`src/rtl/mem_bus_pkg.sv`:
```
// mem_bus_pkg: state encoding and default widths shared by the memory bus arbiter
package mem_bus_pkg;
  typedef enum logic [1:0] {IDLE, ACCESS, WAIT} state_t;
  localparam int DEF_ADDR_WIDTH = 32;
  localparam int DEF_DATA_WIDTH = 32;
endpackage

```
`src/rtl/mem_bus_arbiter_rr.sv`:
```
// rr_arbiter: one-hot round-robin pick starting at ptr and wrapping past N-1
module rr_arbiter #(
  parameter int N = 2,
  localparam int IW = $clog2(N)
) (
  input  logic [N-1:0]  req,
  input  logic [IW-1:0] ptr,
  output logic [N-1:0]  gnt,
  output logic [IW-1:0] idx
);
  logic [IW-1:0] j;
  always_comb begin
    idx = '0;
    j = '0;
    for (int k = N - 1; k >= 0; k--) begin
      j = IW'((int'(ptr) + k) % N);
      if (req[j]) idx = j;
    end
    gnt = |req ? N'(1) << idx : '0;
  end
endmodule

```
`src/rtl/mem_bus_arbiter.sv`:
```
// mem_bus_arbiter: round-robin arbiter serialising masters onto one memory port
module mem_bus_arbiter
  import mem_bus_pkg::*;
#(
  parameter int NUM_MASTERS = 2,
  parameter int ADDR_WIDTH  = DEF_ADDR_WIDTH,
  parameter int DATA_WIDTH  = DEF_DATA_WIDTH,
  parameter int MEM_LATENCY = 1
) (
  input  logic                               clk,
  input  logic                               reset_n,
  input  logic [NUM_MASTERS-1:0]             m_req,
  input  logic [NUM_MASTERS-1:0]             m_we,
  input  logic [NUM_MASTERS*ADDR_WIDTH-1:0]  m_addr,
  input  logic [NUM_MASTERS*DATA_WIDTH-1:0]  m_wdata,
  input  logic [NUM_MASTERS*DATA_WIDTH/8-1:0] m_be,
  output logic [NUM_MASTERS-1:0]             m_gnt,
  output logic [NUM_MASTERS-1:0]             m_rvalid,
  output logic [DATA_WIDTH-1:0]              m_rdata,
  output logic [ADDR_WIDTH-1:0]              mem_addr,
  output logic [DATA_WIDTH-1:0]              mem_wdata,
  output logic [DATA_WIDTH/8-1:0]            mem_be,
  output logic                               mem_r_enable,
  output logic                               mem_w_enable,
  input  logic [DATA_WIDTH-1:0]              mem_rdata
);
  localparam int IW = $clog2(NUM_MASTERS);
  localparam int BW = DATA_WIDTH / 8;
  localparam int CW = MEM_LATENCY > 1 ? $clog2(MEM_LATENCY) : 1;
  state_t state, state_nxt;
  logic [NUM_MASTERS-1:0] arb_gnt;
  logic [IW-1:0] winner, owner, ptr;
  logic [CW-1:0] cnt;
  logic we_q, done;
  logic [ADDR_WIDTH-1:0] addr_q;
  logic [DATA_WIDTH-1:0] wdata_q;
  logic [BW-1:0] be_q;
  rr_arbiter #(.N(NUM_MASTERS)) u_rr (
    .req(m_req),
    .ptr(ptr),
    .gnt(arb_gnt),
    .idx(winner)
  );
  assign done = state == WAIT && cnt == '0;
  always_ff @(posedge clk or negedge reset_n)
    if (!reset_n) state <= IDLE;
    else state <= state_nxt;
  always_comb
    state_nxt = state == IDLE ? (|m_req ? ACCESS : IDLE) : state == ACCESS ? WAIT : (done ? IDLE : WAIT);
  always_ff @(posedge clk or negedge reset_n) begin
    if (!reset_n) begin
      we_q    <= 1'b0;
      addr_q  <= '0;
      wdata_q <= '0;
      be_q    <= '0;
      owner   <= '0;
      ptr     <= '0;
      cnt     <= '0;
    end else begin
      if (state == IDLE && |m_req) begin
        we_q    <= m_we[winner];
        addr_q  <= m_addr[winner*ADDR_WIDTH +: ADDR_WIDTH];
        wdata_q <= m_wdata[winner*DATA_WIDTH +: DATA_WIDTH];
        be_q    <= m_be[winner*BW +: BW];
        owner   <= winner;
        ptr     <= IW'((int'(winner) + 1) % NUM_MASTERS);
      end
      if (state == ACCESS) cnt <= CW'(MEM_LATENCY - 1);
      else if (state == WAIT && cnt != '0) cnt <= cnt - 1'b1;
    end
  end
  always_comb begin
    m_gnt        = state == IDLE && reset_n ? arb_gnt : '0;
    m_rvalid     = done ? NUM_MASTERS'(1) << owner : '0;
    m_rdata      = done && !we_q ? mem_rdata : '0;
    mem_r_enable = state == ACCESS && !we_q;
    mem_w_enable = state == ACCESS && we_q;
  end
  assign mem_addr  = addr_q;
  assign mem_wdata = wdata_q;
  assign mem_be    = be_q;
endmodule

```
`config.mk`:
```
export PLATFORM = sky130hd
export DESIGN_NAME = mem_bus_arbiter
export DESIGN_NICKNAME = d
export VERILOG_FILES = /design/src/rtl/mem_bus_pkg.sv /design/src/rtl/mem_bus_arbiter_rr.sv /design/src/rtl/mem_bus_arbiter.sv
export SDC_FILE = /design/constraint.sdc
export NUM_CORES = 1
export LEC_CHECK = 0
export CORE_MARGIN = 2
export CORE_UTILIZATION = 30
export DETAILED_ROUTE_END_ITERATION = 12
export HOLD_SLACK_MARGIN = 0.1
export PLACE_DENSITY_LB_ADDON = 0.08
export SLEW_MARGIN = 20
export SYNTH_ARGS = -nofsm -noshare
export SYNTH_HDL_FRONTEND = slang
export SYNTH_SLANG_ARGS = --single-unit
export TNS_END_PERCENT = 50
```
`constraint.sdc`:
```
create_clock -name clk -period 1.7 [get_ports clk]
set_input_delay 0.34 -clock clk [delete_from_list [all_inputs] [get_ports clk]]
set_output_delay 0.34 -clock clk [all_outputs]
set_load 0.005 [all_outputs]
```
==> out/qor_table.md, run 1 <==
| Metric | Reported |
|---|---|
| CTS H-tree depth | 3 |
| Initial DRT Pass Iterations | 4 |
| Synthesized net count | 475 |
| Power Density | 1716 mW/mm2 |
| Root buf cell | sky130_fd_sc_hd__clkbuf_16 |
| Top achievable clock speed | 478.8 MHz |
| Class of the most critical hold timing path | reg -> reg |
| Final number of setup-violating endpoints | 110 |
| Largest net degree at the start of global routing | 71 |
| Part of the power in the clock network | 16.5% |
| Clock latency of the later-clocked register in the worst-skew pair | 0.33 ns |
| Worst Skew | 0.008761 ns |
| Critical path class | reg -> out |
| Antenna cell count | 0 |
| Sequential element share of the synthesized area | 51.21% |
| Count of buffering cells on the critical path with inverters included | 2 |
| Final routed wire length divided by cell count | 20.22 um |
| Data arrival, critical path | 1.75 ns |
| Maximum clock insertion buffer count | 2 |
| Number of enable flip-flop cells after synthesis | 0 |
| HPWL Detailed | 9.775 mm |
| Final max-slew violation count | 0 |
| Dominant combinational cell family by area after synthesis | compound AO/OA/AOI/OAI gates |
| Net Sw Frac | 31.70% |
| Worst Slack Setup Final | -0.3885 ns |
| Flop pwr share | 24.4% |
| Share of flip-flops with an asynchronous set or reset after synthesis | 100.0% |
| Violations in the final reports | negative setup slack |
| Comb power frac | 59.1% |
| Synthesized flop and latch total | 74 |
| Number of placement rows | 40 |
| Crit-path max cell delay | 0.41 ns |
| Reported net switching power | 4.011 mW |
| Internal power contribution | 8.642 mW |
| Nets | 777 |
| Adder and majority gate portion of the synthesized area | 0% |
| Area of the mapped netlist | 0.003616 mm2 |
| Residual DRC count | 0 |
| Synth top area cells | sky130_fd_sc_hd__dfrtp_1 51%, sky130_fd_sc_hd__a221o_1 19%, sky130_fd_sc_hd__o21a_1 14% |
| Library cell occupying the most area in the post-synthesis netlist | sky130_fd_sc_hd__dfrtp_1 |
| Most used flip-flop cell after synthesis | sky130_fd_sc_hd__dfrtp_1 |
| Core utilization of the finished layout | 61.91% |
| Area fraction in and, or, nand and nor cells after synthesis | 8.339% |
| CP max FO | 16 |
| Number of violations reported at the end of detailed-routing iteration 0 | 200 |
| Sink count of the clock tree | 74 |
| Proportion of synthesized area in mux cells | 0% |
| Warnings from Yosys | 0 |
| Number of input and output port buffers inserted | 279 |
| Routed wire length | 15.27 mm |
| Clock buffer count from CTS | 9 |
| Wire length of the first global-routing pass | 22.94 mm |
| Leakage power figure | 3.077 nW |
| Compound-Gate Fraction of Synth Area | 34.19% |
| Worst vdd ir | 764.3 uV |
| Tot GR Track Use | 23.11% |
| Die Width | 113.8 um |
| Routability Congestion | 0.8306 |
| Count of unique library cells instantiated by Yosys | 22 |
| Cell with the largest stage delay on the worst path | sky130_fd_sc_hd__or3b_4 |
| Place WS | -0.4219 ns |
| Setup slack of the most critical reg-to-reg path | -0.38 ns |
| Worst path cell trace | or3b_4 > nor2_4 > buf_6 > and2_1 > clkdlybuf4s15_2 |
| MaxCap Viol Count | 0 |
| Starting utilization of the core area | 30.36% |
| Number of antenna-violating nets in the routed design | 0 |
| Die ar. | 0.01295 mm2 |
| Total count of hold-check failures in the final report | 0 |
| Nature of the critical path startpoint | register |
| Xor and xnor fraction of the mapped netlist area | 0% |
| Cell family with the largest share of critical-path delay | simple AND/OR/NAND/NOR gates |
| Number of instances in the synthesized netlist | 301 |
| Fin crit period | 2.089 ns |
| Number of global-route vias before repair | 4027 |
| Share of the synthesized area in the top cell type | 51.21% |
| Area grow syn2layout | 103.9% |
| Outcome | complete, but fails checks |
| Number of antenna violations at the first check in global routing | 0 |
| Relative slew slack | 59.66% |
| I/O pin count | 280 |
| Vias after detailed routing | 3887 |
| Clock tree from TritonCTS | yes |
| Core area | 0.01191 mm2 |
| Type of destination of the critical path | output pin |
| Count of placed standard cells in the final layout, fillers left out | 755 |
| RSZ-0062 raised after global routing | yes |
| Total power after layout | 12.65 mW |
| Slew of the pin with the lowest slew margin | 0.6051 ns |
| CTS clock-pin slew for the worst setup and hold paths | 0.06 ns |
| Vias per Instance | 5.148 |
| Mean cell area of the mapped netlist | 12.01 um2 |
| Count of placed standard cells including taps | 709 |
| Data required, critical path | 1.36 ns |
| Height of the die | 113.8 um |
| Post-route clock period utilization | 122.9% |
| Global route total overflow | 0 |
| Layout cells sized above 1 | 18.59% |
timing repair:
item / CTS / global route
pin swaps: 72 / 8
endpoints found under the setup margin: 109 / 111
endpoints found under the hold margin: 30 / 0
setup buffers: 15 / 8
resized for setup: 165 / 8
cloned: 9 / 1
hold buffers: 1 / 0
worst register-to-register path: stages (launching register included):
cell	delay (ns)
sky130_fd_sc_hd__dfrtp_1	0.37
sky130_fd_sc_hd__buf_4	0.14
sky130_fd_sc_hd__buf_6	0.10
sky130_fd_sc_hd__buf_6	0.10
sky130_fd_sc_hd__buf_6	0.10
sky130_fd_sc_hd__buf_6	0.11
sky130_fd_sc_hd__or2_4	0.31
sky130_fd_sc_hd__buf_4	0.18
sky130_fd_sc_hd__buf_16	0.13
sky130_fd_sc_hd__o21a_1	0.16
sky130_fd_sc_hd__a221o_1	0.25
area by class of cell:
cell class,count,area [um2]
Fill cell,1011,4537
Timing Repair Buffer,324,3393
Sequential cell,74,1852
Multi-Input combinational cell,193,1617
Clock buffer,9,225.2
Tap cell,147,183.9
Clock inverter,7,100.1
Inverter,1,3.754
cell usage in the layout, fill, tap and decap left out, types with 3 or more instances in the layout:
master / Yosys / routed
sky130_fd_sc_hd__clkdlybuf4s15_2: 0 / 22
sky130_fd_sc_hd__dfrtp_1: 74 / 74
sky130_fd_sc_hd__o21a_1: 69 / 69
sky130_fd_sc_hd__clkbuf_16: 0 / 10
sky130_fd_sc_hd__nor2_4: 0 / 4
sky130_fd_sc_hd__clkdlybuf4s50_1: 0 / 238
sky130_fd_sc_hd__buf_16: 0 / 6
sky130_fd_sc_hd__buf_2: 13 / 12
sky130_fd_sc_hd__buf_6: 10 / 12
sky130_fd_sc_hd__a221o_1: 69 / 69
sky130_fd_sc_hd__buf_4: 0 / 18
sky130_fd_sc_hd__and2_4: 0 / 3
sky130_fd_sc_hd__buf_12: 0 / 9
sky130_fd_sc_hd__and2_1: 34 / 31
sequential cells by signal, indices dropped and copies added (netlist names):
signal / count
mem_be: 4
we_q: 1
owner: 1
ptr: 1
mem_wdata: 32
cnt: 1
mem_addr: 32
state: 2
cells in the mapped netlist (all sizes together), types with 2 or more instances:
| cell type | instances |
|---|---|
| o21a | 69 |
| buf | 23 |
| dfrtp | 74 |
| nand2 | 2 |
| and2 | 34 |
| nor2 | 6 |
| a221o | 69 |
| and3 | 2 |
| clkbuf | 11 |
| nand2b | 2 |
final timing paths:
check	cells after the start	start	endpoint
worst max-delay path	5	state[0]	m_rdata[3]
worst min-delay path	2	mem_addr[6]	mem_addr[6]
worst max register to register	10	state[0]	mem_addr[26]
worst min register to register	2	mem_addr[6]	mem_addr[6]
max in group asynchronous	3	reset_n	mem_addr[24]
min in group asynchronous	3	reset_n	mem_wdata[7]
metrics by stage:
stage	TNS (ns)	hold WS (ns)	area (um2)
after floorplan	0	0.04441	3616
after global placement	-40.53	0.3216	6560
after detailed placement	-39.79	0.3301	6560
after CTS	-34.04	0.5885	7312
after global routing	-40.79	0.6023	7375
final	-34.70	0.5850	7375
per-layer routing:
metal	track usage, %	part of all wire [%]
met1	27.47	40
met2	40.16	50
met3	5.792	7.8
met4	9.187	2.4
met5	0	0
power by group through the flow:
stage	sequential [mW]	combinational, mW	clock, mW
floorplan	3.15	2.81	0
global placement	3.08	5.84	0
detailed placement	3.09	5.89	0
CTS	3.08	7.29	2.13
global route	3.19	7.95	2.21
finish	3.09	7.48	2.09
kinds of logic after synthesis:
group | Yosys count
buffers and inverters | 35
AOI/OAI and AO/OA | 142
DFF | 74
and+or+nand+nor | 50
(Power assumes the default switching activity.)
==> inputs of run 2 (changes only) <==
Settings changed: CORE_AREA set to 2 2 110 112, CORE_MARGIN 2 to unset, CORE_UTILIZATION 30 to unset, DIE_AREA set to 0 0 112 114.
==> out/qor_table.md, run 2 (synthesis results as in run 1) <==
| Metric | Reported |
|---|---|
| Outcome | complete, but fails checks |
| Violations in the final reports | negative setup slack |
| CP max FO | 8 |
| Die Width | 112 um |
| Filler cell count in the final layout | 949 |
| RSZ-0062 raised after global routing | yes |
| Vias per Instance | 5.193 |
| Clock tree from TritonCTS | yes |
| Die ar. | 0.01277 mm2 |
| Reported net switching power | 3.846 mW |
| Sink count of the clock tree | 74 |
| Core area | 0.01171 mm2 |
| Number of placement rows | 40 |
| Nature of the critical path startpoint | register |
| Net Sw Frac | 31.46% |
| Internal power contribution | 8.378 mW |
| Leakage power figure | 3.090 nW |
| Combined area of the multi-input logic cells | 0.001664 mm2 |
| Clock buffer count from CTS | 9 |
| CTS clock-pin slew for the worst setup and hold paths | 0.05 ns |
| Nets | 769 |
| Number of input and output port buffers inserted | 279 |
| Clock latency of the later-clocked register in the worst-skew pair | 0.34 ns |
| Vias after detailed routing | 3874 |
| Starting utilization of the core area | 30.88% |
| Relative slew slack | 51.94% |
| Most common library cell in the layout ignoring fill and taps | sky130_fd_sc_hd__clkdlybuf4s50_1 |
| Power Density | 1670 mW/mm2 |
| Class of the most critical hold timing path | reg -> reg |
| Data arrival, critical path | 1.74 ns |
| Top achievable clock speed | 481.8 MHz |
| Initial DRT Pass Iterations | 4 |
| Root buf cell | sky130_fd_sc_hd__clkbuf_16 |
| MaxCap Viol Count | 0 |
| Height of the die | 114 um |
| Number of antenna violations at the first check in global routing | 0 |
| Data required, critical path | 1.36 ns |
| Top library cells by usage in the layout, fill and taps aside | 238 x sky130_fd_sc_hd__clkdlybuf4s50_1, 74 x sky130_fd_sc_hd__dfrtp_1, 69 x sky130_fd_sc_hd__o21a_1, 69 x sky130_fd_sc_hd__a221o_1, 38 x sky130_fd_sc_hd__buf_6 |
| Global route total overflow | 0 |
| Tot GR Track Use | 23.42% |
| I/O pin count | 280 |
| Number of violations reported at the end of detailed-routing iteration 0 | 207 |
| Routed wire length | 15.20 mm |
| Worst Slack Setup Final | -0.3755 ns |
| CTS H-tree depth | 3 |
| FF/Latch Area | 0.001852 mm2 |
| Routability Congestion | 0.7757 |
| Worst Skew | 0.009891 ns |
| Wire length of the first global-routing pass | 23.26 mm |
| Part of the power in the clock network | 15.5% |
| Antenna cell count | 0 |
| HPWL Detailed | 9.702 mm |
| Worst vdd ir | 796.7 uV |
| Final max-slew violation count | 0 |
| Core utilization of the finished layout | 62.50% |
| Area grow syn2layout | 102.4% |
| Maximum clock insertion buffer count | 2 |
| Count of placed standard cells including taps | 708 |
| Fin crit period | 2.075 ns |
| Number of antenna-violating nets in the routed design | 0 |
| Count of placed standard cells in the final layout, fillers left out | 746 |
| Largest net degree at the start of global routing | 71 |
| Number of global-route vias before repair | 4096 |
| Critical path class | reg -> out |
| Comb power frac | 59.1% |
| Final routed wire length divided by cell count | 20.38 um |
| Type of destination of the critical path | output pin |
| Residual DRC count | 0 |
| Flop pwr share | 25.4% |
| Total count of hold-check failures in the final report | 0 |
| Slew of the pin with the lowest slew margin | 0.7209 ns |
| Post-route clock period utilization | 122.1% |
| Final number of setup-violating endpoints | 98 |
| Layout cells sized above 1 | 21.37% |
## run 2: changes by cell type in the layout (fill, tap and decap cells not counted), sizes merged
| cell | delta |
|---|---|
| inv | -2 |
| or2 | -1 |
| buf | +17 |
| clkdlybuf4s15 | -24 |
| clkbuf | +4 |
| bufinv | -1 |
| clkinvlp | +1 |
| clkinv | -3 |
## run 2: worst paths after layout
path	endpoint	start	slack (ns)	cells past startpoint
setup / recovery	m_rdata[9]	state[0]	-0.38	6
hold / removal	ptr	ptr	0.53	2
setup reg to reg	we_q	state[0]	-0.16	8
hold reg to reg	ptr	ptr	0.53	2
max in group asynchronous	mem_addr[17]	reset_n	0.39	3
min in group asynchronous	mem_wdata[9]	reset_n	0.65	3
## run 2: through the flow
stage               cell area (um2)  TNS [ns]  setup WS (ns)  total power, mW  hold WS [ns]
detailed placement             6553    -41.26        -0.4243            8.967        0.3573
CTS                            7318    -30.18        -0.4750            12.38        0.5571
finish                         7320    -19.74        -0.3755            12.22        0.5303
global placement               6553    -40.07        -0.4065            8.873        0.3519
global route                   7320    -24.97        -0.4324            12.94        0.5758
floorplan                      3616         0        0.08959            5.969       0.04441
## run 2: what timing repair did
action / CTS / global route
buffers inserted: 17 / 5
hold buffers: 1 / 0
hold endpoints to repair: 19 / 0
resized for setup: 232 / 25
cloned: 8 / 1
endpoints found under the setup margin: 109 / 109
pin swaps: 105 / 13
## run 2: final cells by class
class                           count  share of cell area [%]
Clock inverter                      2                  0.5128
Clock buffer                       13                   3.419
Inverter                            1                 0.05128
Tap cell                          147                   2.513
Timing Repair Buffer              317                   45.47
Sequential cell                    74                   25.30
Multi-Input combinational cell    192                   22.74
## run 2: worst max-delay path, cell delays in order (launching register included)
cell and delay (ns):
sky130_fd_sc_hd__dfrtp_1 0.38, sky130_fd_sc_hd__or3b_4 0.42, sky130_fd_sc_hd__nor2_4 0.12, sky130_fd_sc_hd__buf_6 0.12, sky130_fd_sc_hd__buf_8 0.12, sky130_fd_sc_hd__and2_4 0.15
sky130_fd_sc_hd__buf_6 0.09
## run 2: routing by layer
layer	track usage, %	routed length (um)	up-vias
li1	-	-	1758
met2	39.96	7518	196
met3	7.120	1176	21
met4	7.561	356	0
met1	28.56	6151	1899
met5	0	0	-
## run 2: power by group through the flow
stage | registers [mW] | logic [mW] | clock network, mW
floorplan | 3.15 | 2.81 | 0
global route | 3.21 | 7.71 | 2.02
detailed placement | 3.10 | 5.87 | 0
CTS | 3.11 | 7.35 | 1.92
global placement | 3.08 | 5.79 | 0
finish | 3.10 | 7.22 | 1.90
==> inputs of run 3 (changes only) <==
Settings changed: CTS_CLUSTER_DIAMETER set to 50, TNS_END_PERCENT 50 to 1.
==> out/qor_table.md, run 3 (synthesis results as in run 1) <==
| Metric | Reported |
|---|---|
| Worst Skew | 0.008412 ns |
| Vias after detailed routing | 3796 |
| Layout cells sized above 1 | 18.80% |
| Outcome | complete, but fails checks |
| Count of placed standard cells in the final layout, fillers left out | 732 |
| Slew of the pin with the lowest slew margin | 0.7317 ns |
| Count of placed standard cells including taps | 708 |
| Post-route clock period utilization | 121.1% |
| Number of antenna violations at the first check in global routing | 0 |
| CP max FO | 8 |
| Top library cells by usage in the layout, fill and taps aside | 238 x sky130_fd_sc_hd__clkdlybuf4s50_1, 74 x sky130_fd_sc_hd__dfrtp_1, 69 x sky130_fd_sc_hd__o21a_1, 69 x sky130_fd_sc_hd__a221o_1, 27 x sky130_fd_sc_hd__buf_6 |
| Final max-slew violation count | 0 |
| Clock latency of the later-clocked register in the worst-skew pair | 0.34 ns |
| Wire length of the first global-routing pass | 21.93 mm |
| Power Density | 1603 mW/mm2 |
| Final number of setup-violating endpoints | 36 |
| Clock tree from TritonCTS | yes |
| Filler cell count in the final layout | 992 |
| Number of violations reported at the end of detailed-routing iteration 0 | 252 |
| Height of the die | 114 um |
| Maximum clock insertion buffer count | 2 |
| Starting utilization of the core area | 30.88% |
| Class of the most critical hold timing path | reg -> reg |
| Nets | 755 |
| Total power after layout | 11.29 mW |
| Top achievable clock speed | 485.7 MHz |
| Largest net degree at the start of global routing | 71 |
| Cell depth of the worst flop-to-flop path | 6 |
| Die Width | 112 um |
| Residual DRC count | 0 |
| MaxCap Viol Count | 0 |
| Number of placement rows | 40 |
| Total count of hold-check failures in the final report | 0 |
| Worst vdd ir | 789.8 uV |
| HPWL Detailed | 9.702 mm |
| Area grow syn2layout | 94.81% |
| Die ar. | 0.01277 mm2 |
| Number of cells traversed by the worst hold path | 2 |
| Relative slew slack | 51.22% |
| Routed wire length | 14.36 mm |
| Global route total overflow | 0 |
| Violations in the final reports | negative setup slack |
| Root buf cell | sky130_fd_sc_hd__clkbuf_16 |
| Routability Congestion | 0.7757 |
| Worst Slack Setup Final | -0.3589 ns |
| Nature of the critical path startpoint | register |
| Data required, critical path | 1.36 ns |
| Number of global-route vias before repair | 3975 |
| Vias per Instance | 5.186 |
| Core area | 0.01171 mm2 |
| Number of input and output port buffers inserted | 279 |
| I/O pin count | 280 |
| CTS clock-pin slew for the worst setup and hold paths | 0.05 ns |
| Setup slack of the most critical reg-to-reg path | 0.03 ns |
| CTS H-tree depth | 3 |
| Critical path class | reg -> out |
| Final routed wire length divided by cell count | 19.62 um |
| Type of destination of the critical path | output pin |
| RSZ-0062 raised after global routing | yes |
| Initial DRT Pass Iterations | 4 |
| Clock buffer count from CTS | 9 |
| Number of antenna-violating nets in the routed design | 0 |
| Most common library cell in the layout ignoring fill and taps | sky130_fd_sc_hd__clkdlybuf4s50_1 |
| Data arrival, critical path | 1.72 ns |
| Antenna cell count | 0 |
| Sink count of the clock tree | 74 |
| Leakage power figure | 2.966 nW |
| Fin crit period | 2.059 ns |
| Tot GR Track Use | 21.89% |
==> run 3: cell count changes in the layout (fill, tap and decap cells not counted), sizes merged <==
| cell | previous run | this run |
|---|---|---|
| buf | 75 | 60 |
| clkdlybuf4s15 | 0 | 1 |
==> run 3: power breakdown <==
| group | internal, mW | switching [mW] |
|---|---|---|
| clock | 1.17 | 0.717 |
| sequential | 2.63 | 0.472 |
| combinational | 3.96 | 2.34 |
| total | 7.76 | 3.53 |
==> run 3: critical path: stages, from the launching register on <==
cell                      delay, ns
sky130_fd_sc_hd__dfrtp_1       0.37
sky130_fd_sc_hd__or3b_4        0.42
sky130_fd_sc_hd__nor2_4        0.12
sky130_fd_sc_hd__buf_6         0.14
sky130_fd_sc_hd__buf_16        0.12
sky130_fd_sc_hd__and2_4        0.14
sky130_fd_sc_hd__buf_6         0.08
==> run 3: what timing repair did <==
action                                  4_1_cts  5_1_grt
gates cloned                                  3        0
hold buffers                                  1        0
pin swaps                                    29       17
gates resized for setup                     199       27
hold endpoints to repair                     19        0
endpoints found under the setup margin      109       88
setup buffers                                 7        1
==> run 3: final cells by class <==
cell class / instances / area, um2 / area share, %
sequential: 74 / 1852 / 26.29
tap: 147 / 183.9 / 2.611
multi-input combinational: 192 / 1644 / 23.34
timing repair buffer: 303 / 3073 / 43.62
clock inverter: 2 / 37.54 / 0.5329
inverter: 1 / 3.754 / 0.05329
clock buffer: 13 / 250.2 / 3.552
==> run 3: final timing paths <==
path | startpoint | end
hold / removal | ptr | ptr
setup reg to reg | state[0] | mem_wdata[17]
max in group asynchronous | reset_n | mem_addr[17]
hold reg to reg | ptr | ptr
min in group asynchronous | reset_n | mem_wdata[4]
setup / recovery | state[0] | m_rdata[2]
==> run 3: metrics by stage <==
stage	hold WS (ns)	util, %	cell area (um2)	setup slack (ns)	TNS, ns
5_1_grt	0.6002	60.15	7044	-0.4126	-13.86
4_1_cts	0.5572	59.82	7005	-0.4751	-15.43
2_1_floorplan	0.04441	-	3616	0.08959	0
3_5_place_dp	0.3573	55.95	6553	-0.4243	-41.26
6_report	0.5553	60.15	7044	-0.3589	-11.72
3_3_place_gp	0.3519	55.95	6553	-0.4065	-40.07
==> run 3: routing by layer <==
| layer | vias to the layer above | GRT usage [%] | wire length [um] |
|---|---|---|---|
| met5 | - | 0 | 0 |
| met4 | 0 | 7.886 | 374 |
| met3 | 24 | 6.536 | 1119 |
| met2 | 194 | 36.97 | 7061 |
| met1 | 1850 | 26.74 | 5806 |
| li1 | 1728 | - | - |
==> edit, RTL diff (config.mk and constraints of run 3) <==
The parameter `MEM_LATENCY` goes from 1 to 2.
--- a/src/rtl/mem_bus_arbiter.sv
+++ b/src/rtl/mem_bus_arbiter.sv
@@ -5,7 +5,7 @@
   parameter int NUM_MASTERS = 2,
   parameter int ADDR_WIDTH  = DEF_ADDR_WIDTH,
   parameter int DATA_WIDTH  = DEF_DATA_WIDTH,
-  parameter int MEM_LATENCY = 1
+  parameter int MEM_LATENCY = 2
 ) (
   input  logic                               clk,
   input  logic                               reset_n,
Formal check against the unedited RTL: not equivalent (a bounded check fails within 4 cycles, from zero or initial values and one cycle with reset_n low).
==> edit against run 3 <==
- synthesized area grew 5.0%
- sequential cell count did not move
- wire length increased by 2.8%
- maximum frequency fell by 4.7%
- setup slack worse by 0.10 ns
- cell area increased by 3.4%
- total power down 6.4%
- final cell count is 20% higher
- sequential power shrank 2%
- die area stayed put
- the run still ends with setup timing left
==> edit: results (changes against run 3) <==
The run gives 5 (+1) as the detailed-routing iteration count for the pre-antenna-repair pass. The final reports fail on setup timing. The logs give 612 (+29%) for the net count of the mapped netlist and 2.04 mW (+8%) for the power dissipated in the clock network.

The largest vdd supply drop came out at 0.7789 mV (-1.4%). The final setup slack of the worst path was -0.4612 ns (-0.1023 ns); the number of unique standard cell types used by synthesis was 19 (-14%). The met2 usage is 39.76% (+2.8 points). Counting instances in the post-synthesis netlist gives the leading cell types as 141 x inv_1, 74 x dfrtp_1, 71 x o21ai_0, 69 x o221ai_1, 32 x and2_1. The synthesized area divided by synthesized cell count is 8.667 um^2 (-28%), and the global-route track usage on met3 is 6.057% (-0.48 points). For the global router's overall resource usage, the log shows 22.62% (+0.73 points).

In the post-synthesis netlist, the biggest area contributors are dfrtp_1 49%, o221ai_1 16%, inv_1 14%, o21ai_0 9.4%, and2_1 5.3%. The run finished, with violations left. The met1 routed wirelength after detailed routing is 5.641 mm (-2.8%), and the final net count is 897 (+19%). The logs give 0.8621 (+11%) for the placer congestion estimate and 36 (unchanged) for the total setup violations reported at the end of the flow.

The minimum setup slack among reg-to-reg paths was 0.09 ns (+0.06 ns); the number of global-route vias before repair was 4284 (+7.8%). The final worst hold slack came out at 0.2677 ns (-0.2875 ns). The transition time at the pin with the least slew margin is 0.9540 ns (+0.2223 ns), and the met1 routing resource usage after global routing is 26.02% (-0.71 points). The instance count after placement with tap cells included is 852 (+20%), and the detailed placer's ending HPWL is 10.42 mm (+7.4%). The logs give 7.437 mm (+5.3%) for the met2 wire length and 48.78% (-2.4 points) for the sequential area share after synthesis.

The path type of the worst min-delay path was in -> async.
edit: cells by family (layout without fill, tap and decap cells):
kind of cell	count (synthesis)	in the layout	synth area share, %
flops	74	74	48.78
buf+inv	173	463	17.77
compound gates	141	141	25.48
fa+ha+maj	1	1	0.2637
simple gates	49	49	7.713
edit: layout make-up:
type,count,area share [%]
Tap cell,147,2.526
Sequential cell,74,25.43
Clock inverter,5,1.065
Timing Repair Buffer,306,42.08
Clock buffer,11,3.333
Multi-Input combinational cell,191,18.30
Inverter,141,7.268
edit: worst paths after layout:
kind	startpoint	to	depth (start not counted)
worst min-delay path	reset_n	mem_addr[28]	2
worst max-delay path	state[0]	m_rdata[11]	7
min in group clk	mem_wdata[4]	mem_wdata[4]	2
max in group asynchronous	reset_n	mem_addr[8]	2
worst max register to register	state[0]	mem_addr[26]	5
worst min register to register	mem_wdata[4]	mem_wdata[4]	2
edit: through the flow:
| stage | setup slack, ns | util (%) | instance area [um^2] | total power [mW] |
|---|---|---|---|---|
| after floorplan | 0.1393 | - | 3796 | 5.034 |
| after global placement | -0.3195 | 58.54 | 6855 | 8.161 |
| after detailed placement | -0.3626 | 58.54 | 6855 | 8.269 |
| after CTS | -0.4856 | 61.44 | 7196 | 10.58 |
| after global routing | -0.5310 | 62.18 | 7282 | 11.32 |
| final | -0.4612 | 62.18 | 7282 | 10.57 |
edit: repair_timing:
action	4_1_cts	5_1_grt
endpoints found under the setup margin	45	81
pin swaps	19	11
setup buffers	6	0
gates cloned	3	0
resized for setup	161	27
edit: critical path, stage by stage (launching register included):
cell and delay [ns]:
dfrtp_1 0.38, or3b_4 0.41, nor2_4 0.14, buf_12 0.12, buf_8 0.11, buf_16 0.11, and2_1 0.13, buf_2 0.11
